File: config.mk
export PLATFORM = sky130hd
export DESIGN_NAME = fwd_hazard_unit
export DESIGN_NICKNAME = d
export VERILOG_FILES = /design/src/rtl/fwd_hazard_unit.sv
export SDC_FILE = /design/constraint.sdc
export NUM_CORES = 1
export LEC_CHECK = 0
export BUFFER_PORTS_ARGS = -buffer_cell sky130_fd_sc_hd__buf_2
export CORE_MARGIN = 2
export CORE_UTILIZATION = 58
export CTS_CLUSTER_DIAMETER = 150
export DETAILED_ROUTE_END_ITERATION = 10
export GPL_TIMING_DRIVEN = 0
export PLACE_DENSITY_LB_ADDON = 0.2
export SYNTH_ARGS = -nofsm -noshare
export SYNTH_HDL_FRONTEND = slang
export SYNTH_SLANG_ARGS = --single-unit
File: constraint.sdc
create_clock -name clk -period 4.6 [get_ports clk]
set_input_delay 1.15 -clock clk [delete_from_list [all_inputs] [get_ports clk]]
set_output_delay 1.15 -clock clk [all_outputs]
set_load 0.01 [all_outputs]
File: src/rtl/fwd_hazard_unit.sv
// rtl/fwd_hazard_unit.sv - forwarding selects, load-use stall and stall counter for the 5-stage pipe
module fwd_hazard_unit #(
    parameter int ADDR_W   = 4,
    parameter bit ZERO_REG = 1'b1,
    parameter int CNT_W    = 16
) (
    input  logic              clk,
    input  logic              rst,
    input  logic              id_valid,
    input  logic [ADDR_W-1:0] id_rs,
    input  logic [ADDR_W-1:0] id_rt,
    input  logic              id_rs_used,
    input  logic              id_rt_used,
    input  logic [ADDR_W-1:0] id_rd,
    input  logic              id_reg_write,
    input  logic              id_mem_read,
    input  logic              id_mem_write,
    input  logic              flush,
    input  logic              mem_busy,
    output logic              stall,
    output logic [1:0]        forward_a,
    output logic [1:0]        forward_b,
    output logic              mem_to_mem,
    output logic [CNT_W-1:0]  stall_cnt
);

    // EX slot keeps the full instruction class; the MEM slot keeps only what
    // later decisions read. The WB occupant is never consulted: its forwarding
    // and mem-to-mem effects are resolved one cycle earlier from the MEM slot.
    logic              ex_valid, ex_reg_write, ex_mem_read, ex_mem_write;
    logic [ADDR_W-1:0] ex_rd, ex_rt;
    logic              mem_valid, mem_reg_write, mem_mem_read;
    logic [ADDR_W-1:0] mem_rd;

    logic       ex_wr, mem_wr;
    logic       rs_ex, rt_ex, rs_mem, rt_mem;
    logic       hazard, issue;
    logic [1:0] fa_nxt, fb_nxt;
    logic       m2m_nxt;

    always_comb begin
        ex_wr  = ex_valid & ex_reg_write & ((ZERO_REG == 1'b0) || (ex_rd != '0));
        mem_wr = mem_valid & mem_reg_write & ((ZERO_REG == 1'b0) || (mem_rd != '0));

        rs_ex  = id_rs_used & ex_wr & (id_rs == ex_rd);
        rt_ex  = id_rt_used & ex_wr & (id_rt == ex_rd);
        rs_mem = id_rs_used & mem_wr & (id_rs == mem_rd);
        rt_mem = id_rt_used & mem_wr & (id_rt == mem_rd);

        // A store whose data alone comes from a load does not stall; the
        // value is picked up later through the mem-to-mem path.
        hazard = ex_mem_read & (rs_ex | (rt_ex & ~id_mem_write));
        stall  = id_valid & ~flush & hazard;
        issue  = id_valid & ~flush & ~hazard;

        fa_nxt = 2'b00;
        fb_nxt = 2'b00;
        if (issue) begin
            if (rs_ex)       fa_nxt = 2'b10;
            else if (rs_mem) fa_nxt = 2'b01;
            if (rt_ex)       fb_nxt = 2'b10;
            else if (rt_mem) fb_nxt = 2'b01;
        end

        m2m_nxt = ex_valid & ex_mem_write & mem_wr & mem_mem_read & (mem_rd == ex_rt);
    end

    always_ff @(posedge clk or posedge rst) begin
        if (rst) begin
            ex_valid      <= 1'b0;
            ex_reg_write  <= 1'b0;
            ex_mem_read   <= 1'b0;
            ex_mem_write  <= 1'b0;
            ex_rd         <= '0;
            ex_rt         <= '0;
            mem_valid     <= 1'b0;
            mem_reg_write <= 1'b0;
            mem_mem_read  <= 1'b0;
            mem_rd        <= '0;
            forward_a     <= 2'b00;
            forward_b     <= 2'b00;
            mem_to_mem    <= 1'b0;
            stall_cnt     <= '0;
        end else if (!mem_busy) begin
            mem_valid     <= ex_valid;
            mem_reg_write <= ex_reg_write;
            mem_mem_read  <= ex_mem_read;
            mem_rd        <= ex_rd;

            ex_valid      <= issue;
            ex_reg_write  <= id_reg_write;
            ex_mem_read   <= id_mem_read;
            ex_mem_write  <= id_mem_write;
            ex_rd         <= id_rd;
            ex_rt         <= id_rt;

            forward_a     <= fa_nxt;
            forward_b     <= fb_nxt;
            mem_to_mem    <= m2m_nxt;

            if (stall && (stall_cnt != '1))
                stall_cnt <= stall_cnt + 1'b1;
        end
    end

endmodule

### After elaboration in Yosys (flattened, before gate mapping)

Index checks and enable logic that the tools add are counted.

| storage, ports and cells | value |
|---|---|
| register bits | 40 |
| input port bits | 22 |
| output and inout bits | 22 |
| word-level logic and storage cells | 57 |

| cells by class | value |
|---|---|
| add/subtract/negate cells | 1 |
| equality and inequality tests | 6 |
| muxes and demuxes | 6 |
| bitwise operators | 26 |
| reductions and logical operators | 4 |

Operators by type and width:

| operator | number |
|---|---|
| AND 1 bit | 21 |
| == test 4 bit | 5 |
| adder 16 x 1 -> 16 bit, second input constant | 1 |
| inequality test 16 bit, second input constant | 1 |
| 2-to-1 mux 2 bit | 4 |
| nonzero test 4 bit | 2 |
| inverter 1 bit | 4 |
| 2-to-1 mux 1 bit | 2 |
| AND reduction 2 bit | 1 |
| logical AND 1 bit | 1 |
| bitwise OR 1 bit | 1 |

### Depth between registers and ports, before layout

Gate-level depths: netlist (run 1).

| logic depth | value |
|---|---|
| word-level depth | 10 |
| depth in mapped cells | 8 |

### Least setup slack after synthesis (run 1)

No wires, ideal clock.

| path | value |
|---|---|
| path type | input-to-output |
| start point | in id_rt[1] |
| end point | out stall |
| arrival | 2.146 ns |
| required time | 3.450 ns |
| path slack | 1.304 ns |
| cell stages on the path | 6 |
| path buffers | 0 |
| cells stage by stage | xnor2_1 -> nand2_1 -> or3_1 -> nand2_1 -> and3_1 -> and3b_1 |

| between the ends | value |
|---|---|
| cells in the longest elaborated chain, start to end | 6 |

RTL lines:

| item | RTL line | text |
|---|---|---|
| start: declaration | 11 | `input logic [ADDR_W-1:0] id_rt,` |
| == test 4 bit | 46 | `rt_ex = id_rt_used & ex_wr & (id_rt == ex_rd);` |
| AND 1 bit | 46 |  |
| AND 1 bit | 52 | `hazard = ex_mem_read & (rs_ex \| (rt_ex & ~id_mem_write));` |
| bitwise OR 1 bit | 52 |  |
| AND 1 bit | 52 |  |
| AND 1 bit | 53 | `stall = id_valid & ~flush & hazard;` |
| end: declaration | 20 | `output logic stall,` |

No other way between the ends.

### Final worst setup path (run 1)

| path | value |
|---|---|
| start point | in id_rs[2] |
| end point | out stall |

| between the ends | value |
|---|---|
| cells in the longest elaborated chain, start to end | 5 |

RTL lines:

| item | RTL line | text |
|---|---|---|
| start: declaration | 10 | `input logic [ADDR_W-1:0] id_rs,` |
| == test 4 bit | 45 | `rs_ex = id_rs_used & ex_wr & (id_rs == ex_rd);` |
| AND 1 bit | 45 |  |
| bitwise OR 1 bit | 52 |  |
| AND 1 bit | 52 |  |
| AND 1 bit | 53 |  |

No other way between the ends.

==> run metrics, run 1 <==
most frequently used flop master after synthesis=sky130_fd_sc_hd__dfrtp_1; synthesized area per cell=between 10 and 15 um^2; Design Area, Final=roughly 2400 um^2; leading post-synthesis cells by cell area=sky130_fd_sc_hd__dfrtp_1 49%, sky130_fd_sc_hd__xor2_1 11%, sky130_fd_sc_hd__mux2_2 10%, sky130_fd_sc_hd__xnor2_1 3.4%, sky130_fd_sc_hd__nand2_1 3.3%; final setup fails=0; startpoint kind of the worst setup timing path=input pin; total of cells resized after clock tree synthesis=0; arrival time worst endpoint=about 2.5 ns; portion of the post-synthesis area used by sequential elements=0.492; total grt overflow=0; Detail Route Antenna Nets=0; fraction of layout cells with a size suffix above 1=0.333; classification of the worst-slack hold path=flop to flop; Total Negative Setup Slacks=0 ns; setup repair after global routing missed its margin=no; highest attainable clock frequency=~0.27 GHz; ratio of total power to cell area=282 nW/um^2; Data required, critical path=approximately 3.5 ns; cell with the most instances after synthesis=sky130_fd_sc_hd__dfrtp_1; GRT Overall Usage=0.215; final net count=256; final weighted congestion in routability-driven placement=0.853; transition time at the pin with the least slew margin=about 0.8 ns; final max-slew violation count=0; Syn Std Cell Area=between 2000 and 2500 um^2; vias per cell=5.49; Crit Path Category=input pin to output port; number of distinct standard cells referenced by the synthesized netlist=32; number of top-level design ports=44; headroom to the max-slew limit=0.458; layer with the highest usage=met2; flop and latch count out of synthesis=40; horizontal extent of the die=~63 um; number of antenna violations at the first check in global routing=0; leakage component of the power=around 1.2 nW; global routing met3 resource utilization=0.0625; routed wirelength normalized by instance count=around 14 um; area share of the largest cell type after synthesis=0.492; clock transition at the register clock pins on the worst setup and hold paths after CTS=approximately 0.10 ns; Power, Total=0.665 mW; effective utilization at floorplan=0.605; 1st-iter DRT viols=between 70 and 80; Skew-Pair Late Insertion Delay=about 0.35 ns; hold bufs inserted after CTS=0; antenna diode count=0; number of max-cap violations=0; count of mapped cells out of synthesis=roughly 180; status=finished, final reports clean; number of global-route vias before repair=about 1.5k; DP Area=between 2000 and 2500 um^2; CTS tree=built; P&R area growth vs syn=16.2%; sum of net half-perimeters after detailed placement=3050 um; Final Critical Period=roughly 3.7 ns; number of vias in the routed layout=1,538; Core Box Area=~3400 um^2; Root Buffer=sky130_fd_sc_hd__clkbuf_4; number of core rows=21; maximum number of pins on one net before global-route repair=41; global-route wire length before repair=6680 um; IO buf count=42; number of buffers added by the clock tree synthesis step=5; number of endpoints with negative hold slack in the final report=0; post-route DRC violation count=0; clock skew after layout=0.0154 ns; maximum fanout along the worst path=5; first-pass iteration count of the detailed router=4; total setup buffers inserted after CTS=0; final cell utilization of the core=0.703; Clock Path Buffers=2; Crit. End Element=output port; top cell type by total area after synthesis=sky130_fd_sc_hd__dfrtp_1; met1 global-route usage=0.252; most frequent cells after synthesis=40 x sky130_fd_sc_hd__dfrtp_1, 26 x sky130_fd_sc_hd__xor2_1, 18 x sky130_fd_sc_hd__mux2_2, 18 x sky130_fd_sc_hd__nand2_1, 11 x sky130_fd_sc_hd__nor2_1; floorplan die area=roughly 4000 um^2; Clock H-tree levels=2; Syn. warnings=0; vertical extent of the die=63.2 um; post-route clock period utilization=0.795; IR drop worst, VDD=between 0.2 and 0.25 mV; total number of clock tree sinks=40; met2 GRT Util=0.368; proportion of synthesized flip-flops having asynchronous set or reset=1.00; number of enable flip-flop cells after synthesis=0; DRT Wirelength=approximately 4000 um; Post-Synthesis Net Count=around 210
metal layers:
metal	part of all wire	vias up
met2	0.53	43
met5	0	-
met1	0.41	744
li1	-	744
met3	0.048	7
met4	0.016	0
placed cells by master (no fill, tap or decap), drive strengths merged, types with 2 or more instances in the layout:
cell	count
xor2	26
o21ai	5
mux2	18
clkinv	2
nand2	18
inv	4
a211o	2
or3	3
nor4	5
nor2	11
dfrtp	40
buf	45
and3	2
nand3	7
nor3	10
nand4	8
clkbuf	8
xnor2	8
cell type report:
| cell class | count | area [um^2] |
|---|---|---|
| buffer | 5 | 35.0 |
| inverter | 4 | 15.0 |
| clock buffer | 6 | 51.3 |
| multi-input combinational | 135 | 983 |
| clock inverter | 2 | 10.0 |
| tap | 46 | 57.6 |
| sequential | 40 | 1000 |
| fill | 273 | 1000 |
| timing repair buffer | 42 | 210 |
kinds of logic (layout without fill, tap and decap cells):
group                      Yosys count  in the layout  share of synthesized area
adders and majority gates            1              1                    0.00615
xor gates and xnor gates            34             34                      0.146
AOI/OAI and AO/OA                   12             12                     0.0424
muxes                               18             18                     0.0996
and+or+nand+nor                     70             70                      0.189
buffers and inverters                9             59                     0.0246
DFF                                 40             40                      0.492
path summary, 6_finish.rpt:
check                                  start      endpoint  slack (ns)  cells past startpoint
worst max-delay path                id_rs[2]         stall        0.94                      8
worst min register to register     mem_valid     mem_valid        0.50                      2
min in group asynchronous                rst  stall_cnt[1]        0.94                      2
worst min-delay path               mem_valid     mem_valid        0.50                      2
worst max register to register  stall_cnt[0]  stall_cnt[1]        2.44                      7
max in group asynchronous                rst   ex_mem_read        3.14                      2
flip-flops by register name (all words and copies together) (netlist names):
| signal | cells |
|---|---|
| ex_rt | 4 |
| mem_reg_write | 1 |
| stall_cnt | 16 |
| forward_b | 2 |
| ex_mem_read | 1 |
| mem_valid | 1 |
| ex_mem_write | 1 |
| ex_rd | 4 |
| mem_to_mem | 1 |
| mem_rd | 4 |
| ex_valid | 1 |
| ex_reg_write | 1 |
| mem_mem_read | 1 |
| forward_a | 2 |
through the flow:
stage / hold WS, ns / worst slack [ns] / instances
2_1_floorplan: 0.449 / 1.30 / 184
4_1_cts: 0.498 / 0.934 / 280
5_1_grt: 0.524 / 0.846 / 280
3_5_place_dp: 0.471 / 0.938 / 272
3_3_place_gp: 0.464 / 0.977 / 272
6_report: 0.496 / 0.941 / 280
power breakdown:
| group | switching (mW) | internal [mW] | total [mW] |
|---|---|---|---|
| sequential | 0.0236 | 0.371 | 0.395 |
| combinational | 0.0426 | 0.0449 | 0.0876 |
| clock | 0.110 | 0.0728 | 0.183 |
| total | 0.176 | 0.489 | 0.665 |
critical path: stages:
cell,delay (ns)
sky130_fd_sc_hd__buf_2,0.12
sky130_fd_sc_hd__xor2_1,0.13
sky130_fd_sc_hd__nor4_1,0.28
sky130_fd_sc_hd__nand2_1,0.19
sky130_fd_sc_hd__nand2_1,0.13
sky130_fd_sc_hd__and3_1,0.21
sky130_fd_sc_hd__and3b_1,0.17
sky130_fd_sc_hd__buf_2,0.13
No activity file was read; power rests on OpenSTA's default activity.
==> run 2: changes to the inputs <==
--- a/config.mk
+++ b/config.mk
@@ -7,7 +7,7 @@
 export LEC_CHECK = 0
 export BUFFER_PORTS_ARGS = -buffer_cell sky130_fd_sc_hd__buf_2
 export CORE_MARGIN = 2
-export CORE_UTILIZATION = 58
+export CORE_UTILIZATION = 48
 export CTS_CLUSTER_DIAMETER = 150
 export DETAILED_ROUTE_END_ITERATION = 10
 export GPL_TIMING_DRIVEN = 0
==> constraint.sdc (replaced) <==
create_clock -name clk -period 2.94 [get_ports clk]
set_input_delay 0.735 -clock clk [delete_from_list [all_inputs] [get_ports clk]]
set_output_delay 0.735 -clock clk [all_outputs]
set_load 0.01 [all_outputs]
==> run metrics, run 2 (synthesis results as in run 1) <==
post-route DRC violation count=0; floorplan die area=4780 um^2; number of top-level design ports=44; DRT Wirelength=between 3000 and 4000 um; DP Area=~2300 um^2; fraction of layout cells with a size suffix above 1=0.339; Clock H-tree levels=2; classification of the worst-slack hold path=flop to flop; total number of clock tree sinks=40; sum of net half-perimeters after detailed placement=roughly 3000 um; hold path startpoint=stall_cnt[14]; library cell contributing the largest single delay on the critical path=sky130_fd_sc_hd__nor4_1; max FFs per register=16; final hold slack=~0.50 ns; Setup crit end=stall; internal power=0.905 mW; global-route wire length before repair=between 6000 and 7000 um; headroom to the max-slew limit=0.456; maximum fanout along the worst path=5; number of endpoints with negative hold slack in the final report=0; final weighted congestion in routability-driven placement=between 0.8 and 0.9; GRT Overall Usage=0.178; combinational power share=0.116; ratio of total power to cell area=roughly 490 nW/um^2; startpoint kind of the worst setup timing path=input pin; arrival time worst endpoint=roughly 2.1 ns; horizontal extent of the die=between 60 and 70 um; maximum number of pins on one net before global-route repair=~40; vias per cell=between 5 and 6; number of buffers added by the clock tree synthesis step=5; total grt overflow=0; most common cell after layout, fill and taps aside=sky130_fd_sc_hd__buf_2; top routing layer in use=met4; number of core rows=23; IR drop worst, VDD=0.302 mV; final max-slew violation count=0; final setup fails=0; Detail Route Antenna Nets=0; Data required, critical path=around 2.2 ns; Seq. cell area=1000 um^2; sum of met3 wire segment lengths after detailed routing=~130 um; final net count=258; CP cell instances=buf_2, xor2_1, nor4_1, nand2_1, nand2_1, and3_4, and3b_1, buf_2; path depth of the worst reg2reg path=7; 1st-iter DRT viols=roughly 50; number of max-cap violations=0; power dissipated by switching net loads=approximately 0.29 mW; antenna diode count=0; sw frac=0.240; vertical extent of the die=between 60 and 70 um; routed wirelength normalized by instance count=13.8 um; status=finished, final reports clean; highest attainable clock frequency=~0.35 GHz; reg-to-reg slack, setup=~0.54 ns; post-route clock period utilization=0.977; Skew-Pair Late Insertion Delay=0.29 ns; number of global-route vias before repair=around 1.5k; final cell utilization of the core=0.604; leakage component of the power=1.19 nW; path length in cells of the critical path=8; Final Critical Period=about 2.9 ns; clock skew after layout=roughly 0.0086 ns; Total Negative Setup Slacks=0 ns; Core Box Area=4030 um^2; Power, Total=roughly 1.2 mW; Root Buffer=sky130_fd_sc_hd__clkbuf_8; buffers and inverters on the worst path=2; FF-to-FF End=stall_cnt[1]; Filler Cell Count=between 300 and 400; timing startpoint of the critical path=id_rs[3]; area of the multi-input gates=approximately 990 um^2; Clock power frac=0.364; register ranked first by flip-flop count=stall_cnt; transition time at the pin with the least slew margin=between 0.8 and 0.9 ns; share of power burned in registers=0.519; detailed-route wire length on metal 1=between 1500 and 2000 um; number of vias in the routed layout=approximately 1.5k; Clock Path Buffers=2; P&R area growth vs syn=19.7%; number of antenna violations at the first check in global routing=0; kind of cell adding the most delay to the critical path=simple AND/OR/NAND/NOR gates; clock transition at the register clock pins on the worst setup and hold paths after CTS=~0.07 ns; first-pass iteration count of the detailed router=4; IO buf count=between 40 and 50; hold bufs inserted after CTS=0; CTS tree=built; maximum single-stage delay on the critical path=roughly 0.35 ns; R2R Path Start=ex_rd[3]; Crit. End Element=output port; Crit Path Category=input pin to output port; effective utilization at floorplan=0.505; top library cells by usage in the layout, fill and taps aside=43 x sky130_fd_sc_hd__buf_2, 40 x sky130_fd_sc_hd__dfrtp_1, 26 x sky130_fd_sc_hd__xor2_1; Design Area, Final=2430 um^2; met2 layer wire length in the routed design=about 2100 um
-- run 2: cell count changes in the layout (fill, tap and decap cells not counted), sizes merged --
cell	delta
buf	+2
bufinv	+1
clkinv	-1
-- run 2: area by class of cell --
class,instances,area share
well taps,50,0.0257
inverters,4,0.00617
repair buffers,44,0.0925
multi-input cells,135,0.406
plain buffers,5,0.0144
flip-flops and latches,40,0.411
clock inverters,2,0.0144
clock buffers,6,0.0298
-- run 2: worst min-delay path by stage --
stage | end | slack [ns] | cells past startpoint
floorplan | mem_valid | 0.45 | 2
global placement | mem_valid | 0.46 | 2
detailed placement | mem_mem_read | 0.48 | 2
CTS | mem_mem_read | 0.50 | 2
global route | stall_cnt[14] | 0.53 | 1
finish | stall_cnt[14] | 0.50 | 1
-- run 2: repair_timing --
| action | CTS | global route |
|---|---|---|
| gates resized for setup | 0 | 1 |
| endpoints found under the setup margin | 0 | 1 |
| setup buffers | 0 | 2 |
-- run 2: power by group through the flow --
stage	sequential, mW	clock, mW	combinational, mW
2_1_floorplan	0.620	0	0.0990
3_3_place_gp	0.628	0	0.135
3_5_place_dp	0.629	0	0.137
4_1_cts	0.618	0.445	0.138
5_1_grt	0.623	0.468	0.156
6_report	0.618	0.434	0.138
-- run 2: per-stage QoR --
step / cells / worst slack [ns]
after detailed placement: 276 / 0.102
after CTS: 284 / 0.0964
final: 286 / 0.0667
after global placement: 276 / 0.0964
after floorplan: 184 / 0.474
after global routing: 286 / -0.0478
-- run 2: per-layer routing --
layer / global-route usage / vias up
met3: 0.0380 / 5
met1: 0.212 / 716
met5: 0 / -
met2: 0.314 / 25
li1: - / 749
met4: 0.0654 / 0
